## src/rtl/upload_pkg.sv

```systemverilog
// Shared definitions for the upload byte path: source tags, default requester
// count and the arbiter state encoding.
package upload_pkg;

    localparam int DEF_NUM_SRC = 4;

    localparam logic [7:0] SRC_DSM  = 8'h0A;
    localparam logic [7:0] SRC_UART = 8'h0B;
    localparam logic [7:0] SRC_SPI  = 8'h0C;
    localparam logic [7:0] SRC_CMD  = 8'h0D;

    typedef enum logic [1:0] {
        ST_IDLE    = 2'd0,
        ST_GRANT   = 2'd1,
        ST_RELEASE = 2'd2
    } arb_state_e;

endpackage

```

## src/rtl/upload_rr_arbiter_rr_pick.sv

```systemverilog
// Combinational round-robin picker: first requester found scanning upward from
// last_grant+1, wrapping modulo NUM_SRC.
module rr_pick
    import upload_pkg::*;
#(
    parameter int NUM_SRC = DEF_NUM_SRC
) (
    input  logic [NUM_SRC-1:0]         req,
    input  logic [$clog2(NUM_SRC)-1:0] last_grant,
    output logic [$clog2(NUM_SRC)-1:0] winner,
    output logic                       any_req
);

    localparam int GW = $clog2(NUM_SRC);

    logic [GW-1:0] idx;
    logic          found;

    // Offset 1 first so the previous winner is considered last.
    always_comb begin
        winner = '0;
        found  = 1'b0;
        idx    = '0;
        for (int i = 1; i <= NUM_SRC; i++) begin
            idx = GW'((int'(last_grant) + i) % NUM_SRC);
            if (!found && req[idx]) begin
                winner = idx;
                found  = 1'b1;
            end
        end
    end

    assign any_req = |req;

endmodule

```

## src/rtl/upload_rr_arbiter.sv

```systemverilog
// Round-robin owner of the shared upload byte path: grants one handler per
// transaction, forwards its bytes through one register, revokes stalled grants.
module upload_rr_arbiter
    import upload_pkg::*;
#(
    parameter int NUM_SRC = DEF_NUM_SRC,
    parameter int TIMEOUT = 4096
) (
    input  logic                       clk,
    input  logic                       rst_n,
    input  logic [NUM_SRC-1:0]         src_req,
    input  logic [NUM_SRC-1:0]         src_active,
    input  logic [NUM_SRC*8-1:0]       src_data,
    input  logic [NUM_SRC*8-1:0]       src_source,
    input  logic [NUM_SRC-1:0]         src_valid,
    output logic [NUM_SRC-1:0]         src_ready,
    output logic [7:0]                 up_data,
    output logic [7:0]                 up_source,
    output logic                       up_valid,
    input  logic                       up_ready,
    output logic [$clog2(NUM_SRC)-1:0] grant_id,
    output logic                       busy,
    output logic                       timeout_err
);

    localparam int              GW      = $clog2(NUM_SRC);
    localparam int              WD_W    = $clog2(TIMEOUT);
    localparam logic [WD_W-1:0] WD_LAST = WD_W'(TIMEOUT - 1);

    arb_state_e      state;
    logic [GW-1:0]   last_grant;
    logic [WD_W-1:0] wdog;
    logic [GW-1:0]   winner;
    logic            any_req;

    logic [7:0]      data_p1;
    logic [7:0]      source_p1;
    logic            vld_p1;

    logic [7:0]      data_arr   [NUM_SRC];
    logic [7:0]      source_arr [NUM_SRC];
    logic            g_valid;
    logic            g_release;

    function automatic logic [WD_W-1:0] wdog_inc(input logic [WD_W-1:0] v);
        return (v == WD_LAST) ? v : v + WD_W'(1);
    endfunction

    for (genvar i = 0; i < NUM_SRC; i++) begin : g_slot
        assign data_arr[i]   = src_data[8*i +: 8];
        assign source_arr[i] = src_source[8*i +: 8];
    end

    rr_pick #(
        .NUM_SRC    (NUM_SRC)
    ) u_pick (
        .req        (src_req),
        .last_grant (last_grant),
        .winner     (winner),
        .any_req    (any_req)
    );

    assign g_valid   = src_valid[grant_id];
    assign g_release = !src_req[grant_id] && !src_active[grant_id];

    // Ready depends only on registered grant state and up_ready, never on src_valid.
    always_comb begin
        src_ready = '0;
        if (state == ST_GRANT) begin
            src_ready[grant_id] = up_ready;
        end
    end

    always_ff @(posedge clk or negedge rst_n) begin
        if (!rst_n) begin
            state       <= ST_IDLE;
            grant_id    <= '0;
            last_grant  <= GW'(NUM_SRC - 1);
            wdog        <= '0;
            busy        <= 1'b0;
            timeout_err <= 1'b0;
            data_p1     <= '0;
            source_p1   <= '0;
            vld_p1      <= 1'b0;
        end else begin
            vld_p1      <= 1'b0;
            timeout_err <= 1'b0;
            case (state)
                ST_IDLE: begin
                    if (any_req) begin
                        state      <= ST_GRANT;
                        grant_id   <= winner;
                        last_grant <= winner;
                        wdog       <= '0;
                        busy       <= 1'b1;
                    end
                end
                ST_GRANT: begin
                    // p0 -> p1: capture the granted slot's byte, including on the release cycle
                    if (g_valid) begin
                        vld_p1    <= 1'b1;
                        data_p1   <= data_arr[grant_id];
                        source_p1 <= source_arr[grant_id];
                    end
                    if (g_release) begin
                        state <= ST_RELEASE;
                        busy  <= 1'b0;
                    end else if (g_valid) begin
                        wdog <= '0;
                    end else if (wdog == WD_LAST) begin
                        state       <= ST_RELEASE;
                        busy        <= 1'b0;
                        timeout_err <= 1'b1;
                    end else begin
                        wdog <= wdog_inc(wdog);
                    end
                end
                ST_RELEASE: begin
                    state <= ST_IDLE;
                end
                default: begin
                    state <= ST_IDLE;
                    busy  <= 1'b0;
                end
            endcase
        end
    end

    assign up_data   = data_p1;
    assign up_source = source_p1;
    assign up_valid  = vld_p1;

endmodule

```

## config.mk

```make
export PLATFORM = sky130hd
export DESIGN_NAME = upload_rr_arbiter
export DESIGN_NICKNAME = d
export VERILOG_FILES = /design/src/rtl/upload_pkg.sv /design/src/rtl/upload_rr_arbiter_rr_pick.sv /design/src/rtl/upload_rr_arbiter.sv
export SDC_FILE = /design/constraint.sdc
export NUM_CORES = 1
export LEC_CHECK = 0
export BUFFER_PORTS_ARGS = -buffer_cell sky130_fd_sc_hd__buf_4
export CELL_PAD_IN_SITES_DETAIL_PLACEMENT = 2
export CELL_PAD_IN_SITES_GLOBAL_PLACEMENT = 2
export CORE_MARGIN = 8
export CORE_UTILIZATION = 26
export DETAILED_ROUTE_END_ITERATION = 8
export GPL_ROUTABILITY_DRIVEN = 1
export PLACE_DENSITY = 0.87
export SYNTH_ARGS = -nofsm -noshare
export SYNTH_HDL_FRONTEND = slang
export SYNTH_SLANG_ARGS = --single-unit
```

## constraint.sdc

```tcl
create_clock -name clk -period 1.8 [get_ports clk]
set_input_delay 0.18 -clock clk [delete_from_list [all_inputs] [get_ports clk]]
set_output_delay 0.18 -clock clk [all_outputs]
set_load 0.01 [all_outputs]
```

==> reports/summary.log <==
[critical_path] CP peak stage delay 590 ps
[critical_path] slowest stage cell, crit path sky130_fd_sc_hd__mux4_2
[critical_path] worst path required time 1970 ps
[worst_hold_path] Worst Hold Depth 4
[sta] worst hold slack 219 ps
[sta] post-route worst setup slack 23.2 ps
[logic_synthesis] Main synth FF type sky130_fd_sc_hd__dfrtp_1
[logic_synthesis] sequential element share of the synthesized area 0.399
[grt] total global routing track utilization 0.148
[grt] number of global-route vias before repair 2561
[sta] Tcrit/Tclk final 0.987
[logic_synthesis] number of flops mapped to enable cells by yosys 0
[placed_design] Detailed Place HPWL 7260 um
[critical_path] end of the worst register-to-register path up_data[2]
[pwr] sw power 1980 uW
[pwr] power per standard cell area 1460 nW/um^2
[sta] pin slew with the least headroom to its limit 476 ps
[logic_synthesis] top area cells in the synthesized netlist sky130_fd_sc_hd__dfrtp_1 (38%), sky130_fd_sc_hd__mux4_2 (16%), sky130_fd_sc_hd__mux2_2 (7.7%), sky130_fd_sc_hd__nand3_1 (2.6%), sky130_fd_sc_hd__dfstp_2 (2.3%)
[sta] number of max-slew violations in the final report 0
[pwr] share of power burned in the clock network 0.116
[sta] minimum clock period 1780 ps
[pwr] portion of total power attributed to combinational logic 0.597
[sta] Worst Skew 7.24 ps
[cells_and_area] most used cells in the layout excluding fill and tap cells sky130_fd_sc_hd__buf_4 (115), sky130_fd_sc_hd__dfrtp_1 (33), sky130_fd_sc_hd__mux4_2 (17)
[logic_synthesis] number of synthesized register bits 37
[clock_network] largest buffer count on any clock path 2
[critical_path] worst setup path category reg -> reg
[job] count of max-cap constraint violations 0
[pwr] Leakage Power 0.00148 uW
[run_status] status finished clean
[pwr] IR Drop Worst-Case VDD 0.000374 V
[clock_network] Sink Count 37
[pwr] Sequential Power Share 0.288
[placed_design] number of port buffers 103
[critical_path] worst flop-to-flop path startpoint grant_id[0]
[logic_synthesis] Post-Synthesis Net Count 283
[critical_path] total stage count of the critical path 3
[pwr] internal power summed over all cells 2980 uW
[critical_path] critical path arrival 1950 ps
[detailed_routing] routed vias 2240
[die] Die Wd 111 um
[die] number of placement rows 34
[worst_hold_path] worst hold-check path type in -> reg
[grt] pin count of the biggest net entering global routing 38
[clock_network] root buf cell sky130_fd_sc_hd__clkbuf_8
[detailed_routing] drt first-iter violations 109
[critical_path] worst path buffer plus inverter count 0
[logic_synthesis] number of distinct library cell variants in the gate-level netlist after synthesis 52
[critical_path] element type at the critical path start register
[logic_synthesis] fraction of post-synthesis cell area in the top cell type by area 0.376
[critical_path] register-to-register path setup slack 20 ps
[detailed_routing] met2 wire length 4650 um
[grt] wire length of the first global-routing pass 14800 um
[sta] top achievable clock speed 563 MHz
[placed_design] Post-Place Worst Slack 4.34 ps
[cells_and_area] relative area change from synthesis to final layout 45.8%
[grt] overall overflow remaining after global route 0
[cells_and_area] number of antenna cells inserted 0
[detailed_routing] DRC violation count after routing 0
[pwr] Net Sw Frac 0.399
[clock_network] TritonCTS clock tree built
[clock_network] clock buffers created by TritonCTS 5
[worst_hold_path] startpoint of the lowest-slack hold path src_req[1]
[critical_path] cells traversed along the worst timing path mux4_2, nand2_4, mux2_2
[detailed_routing] number of optimization iterations in the first detailed-route pass 4
[logic_synthesis] Syn Area/Cell 11.5 um^2
[die] overall die area 12200 um^2
[die] area of the core region 8720 um^2
[sta] number of hold violations in the final report 0
[cells_and_area] most common cell after layout, fill and taps aside sky130_fd_sc_hd__buf_4
[logic_synthesis] Post-Syn Area 2330 um^2
[sta] Setup Viol. Count Final 0
[grt] antenna violations before repair 0
[critical_path] critical path endpoint category register
[critical_path] FF-to-FF path depth 3
[detailed_routing] per-cell via count in the routed design 5.27
[die] Ports 104
[sta] setup repair after global routing missed its margin yes
[pwr] post-layout total power 4960 uW
[clock_network] Clock transition at path regs 80 ps
[detailed_routing] antenna viol nets, final 0
[detailed_routing] total length of routed met3 wires 463 um
[critical_path] maximum net fanout on the critical path 17
[cells_and_area] Layout Nets 396
[critical_path] delay-heaviest family, CP multiplexers
[logic_synthesis] cell accounting for the most synthesized area sky130_fd_sc_hd__dfrtp_1
[clock_network] clock insertion delay at the later pin of the skew report 290 ps
[logic_synthesis] Ys Warns 0
[detailed_routing] highest routed metal layer met4
[die] Starting Density 0.267
[logic_synthesis] share of synthesized registers carrying an async set or reset 1.00
[clock_network] total number of H-tree levels 2
[placed_design] routability congestion estimate 0.792
[detailed_routing] M1 WL 4030 um
[worst_hold_path] hold path endpoint last_grant[1]
[cells_and_area] fraction of layout instances using a drive strength above 1 0.536
[logic_synthesis] number of cells produced by synthesis 203
[sta] worst slew slack as a fraction of its limit 0.682
[die] Die Y 111 um
[detailed_routing] detail-routed net length per standard cell 21.7 um
[detailed_routing] wire length after detailed routing 9230 um
## power groups by stage
stage               Clock [uW]  Sequential [uW]  Combinational (uW)
global placement             0             1390                2760
CTS                        594             1420                2960
floorplan                    0             1470                1700
detailed placement           0             1440                2900
finish                     574             1430                2960
global route               624             1480                3200
## cell families (layout without fill, tap and decap cells)
family,after synthesis,after routing,synth area share
muxes,34,34,0.246
buffers and inverters,22,136,0.0548
adders and majority gates,1,1,0.00537
DFF,37,37,0.399
AOI/OAI and AO/OA,41,41,0.129
and+or+nand+nor,68,68,0.166
## through the flow
step	utilization	area [um^2]	setup TNS [ps]	std cells
after detailed placement	0.375	3270	0	414
after floorplan	-	2330	0	203
after global placement	0.375	3270	0	414
after global routing	0.389	3400	-171	425
final	0.389	3400	0	425
after CTS	0.387	3380	0	424
## metal layers
layer  track usage  vias up
met5             0        -
met4        0.0234        0
met3        0.0357        9
met2         0.263       94
met1         0.180     1116
li1              -     1021
## worst register-to-register path, stage by stage (launching register included)
cell and delay [ps]:
sky130_fd_sc_hd__dfrtp_2 410, sky130_fd_sc_hd__mux4_2 590, sky130_fd_sc_hd__nand2_4 250, sky130_fd_sc_hd__mux2_2 400
## registers in the layout (all words and copies together) (netlist names)
| name | count |
|---|---|
| up_data | 8 |
| state | 2 |
| grant_id | 2 |
| last_grant | 2 |
| wdog | 12 |
| timeout_err | 1 |
| up_source | 8 |
| up_valid | 1 |
| busy | 1 |
## synthesized netlist by cell type, drive strengths merged (2+ instances only)
library cell   n
a211oi         5
a31oi          7
a32oi          3
and2           3
and3           5
and4           3
buf            8
clkbuf         5
dfrtp         35
dfstp          2
inv            9
mux2          16
mux4          17
nand2         15
nand3         12
nand4          4
nor2           7
nor3           7
nor4           4
nor4b          2
o211ai         5
o21ai          6
o31ai          2
## worst max-delay path by stage
stage	start	to	slack (ps)
after floorplan	grant_id[0]	up_data[2]	50
after global placement	grant_id[0]	wdog[7]	70
after detailed placement	grant_id[0]	wdog[7]	4
after CTS	state[0]	src_ready[1]	30
after global routing	grant_id[0]	wdog[2]	-40
final	grant_id[0]	up_data[2]	20
## area by class of cell
class,count,area [um^2]
Clock buffer,5,68.8
Clock inverter,3,17.5
Fill cell,933,5330
Inverter,9,33.8
Multi-Input combinational cell,144,1280
Sequential cell,37,931
Tap cell,108,135
Timing Repair Buffer,119,925
## repair_timing
item,4_1_cts,5_1_grt
endpoints found under the setup margin,1,11
resized for setup,1,5
endpoints found under the hold margin,35,0
cloned,0,0
buffers inserted,1,1
hold buffers,1,0
pin swaps,0,1
Power figures use the tool's default switching activity.
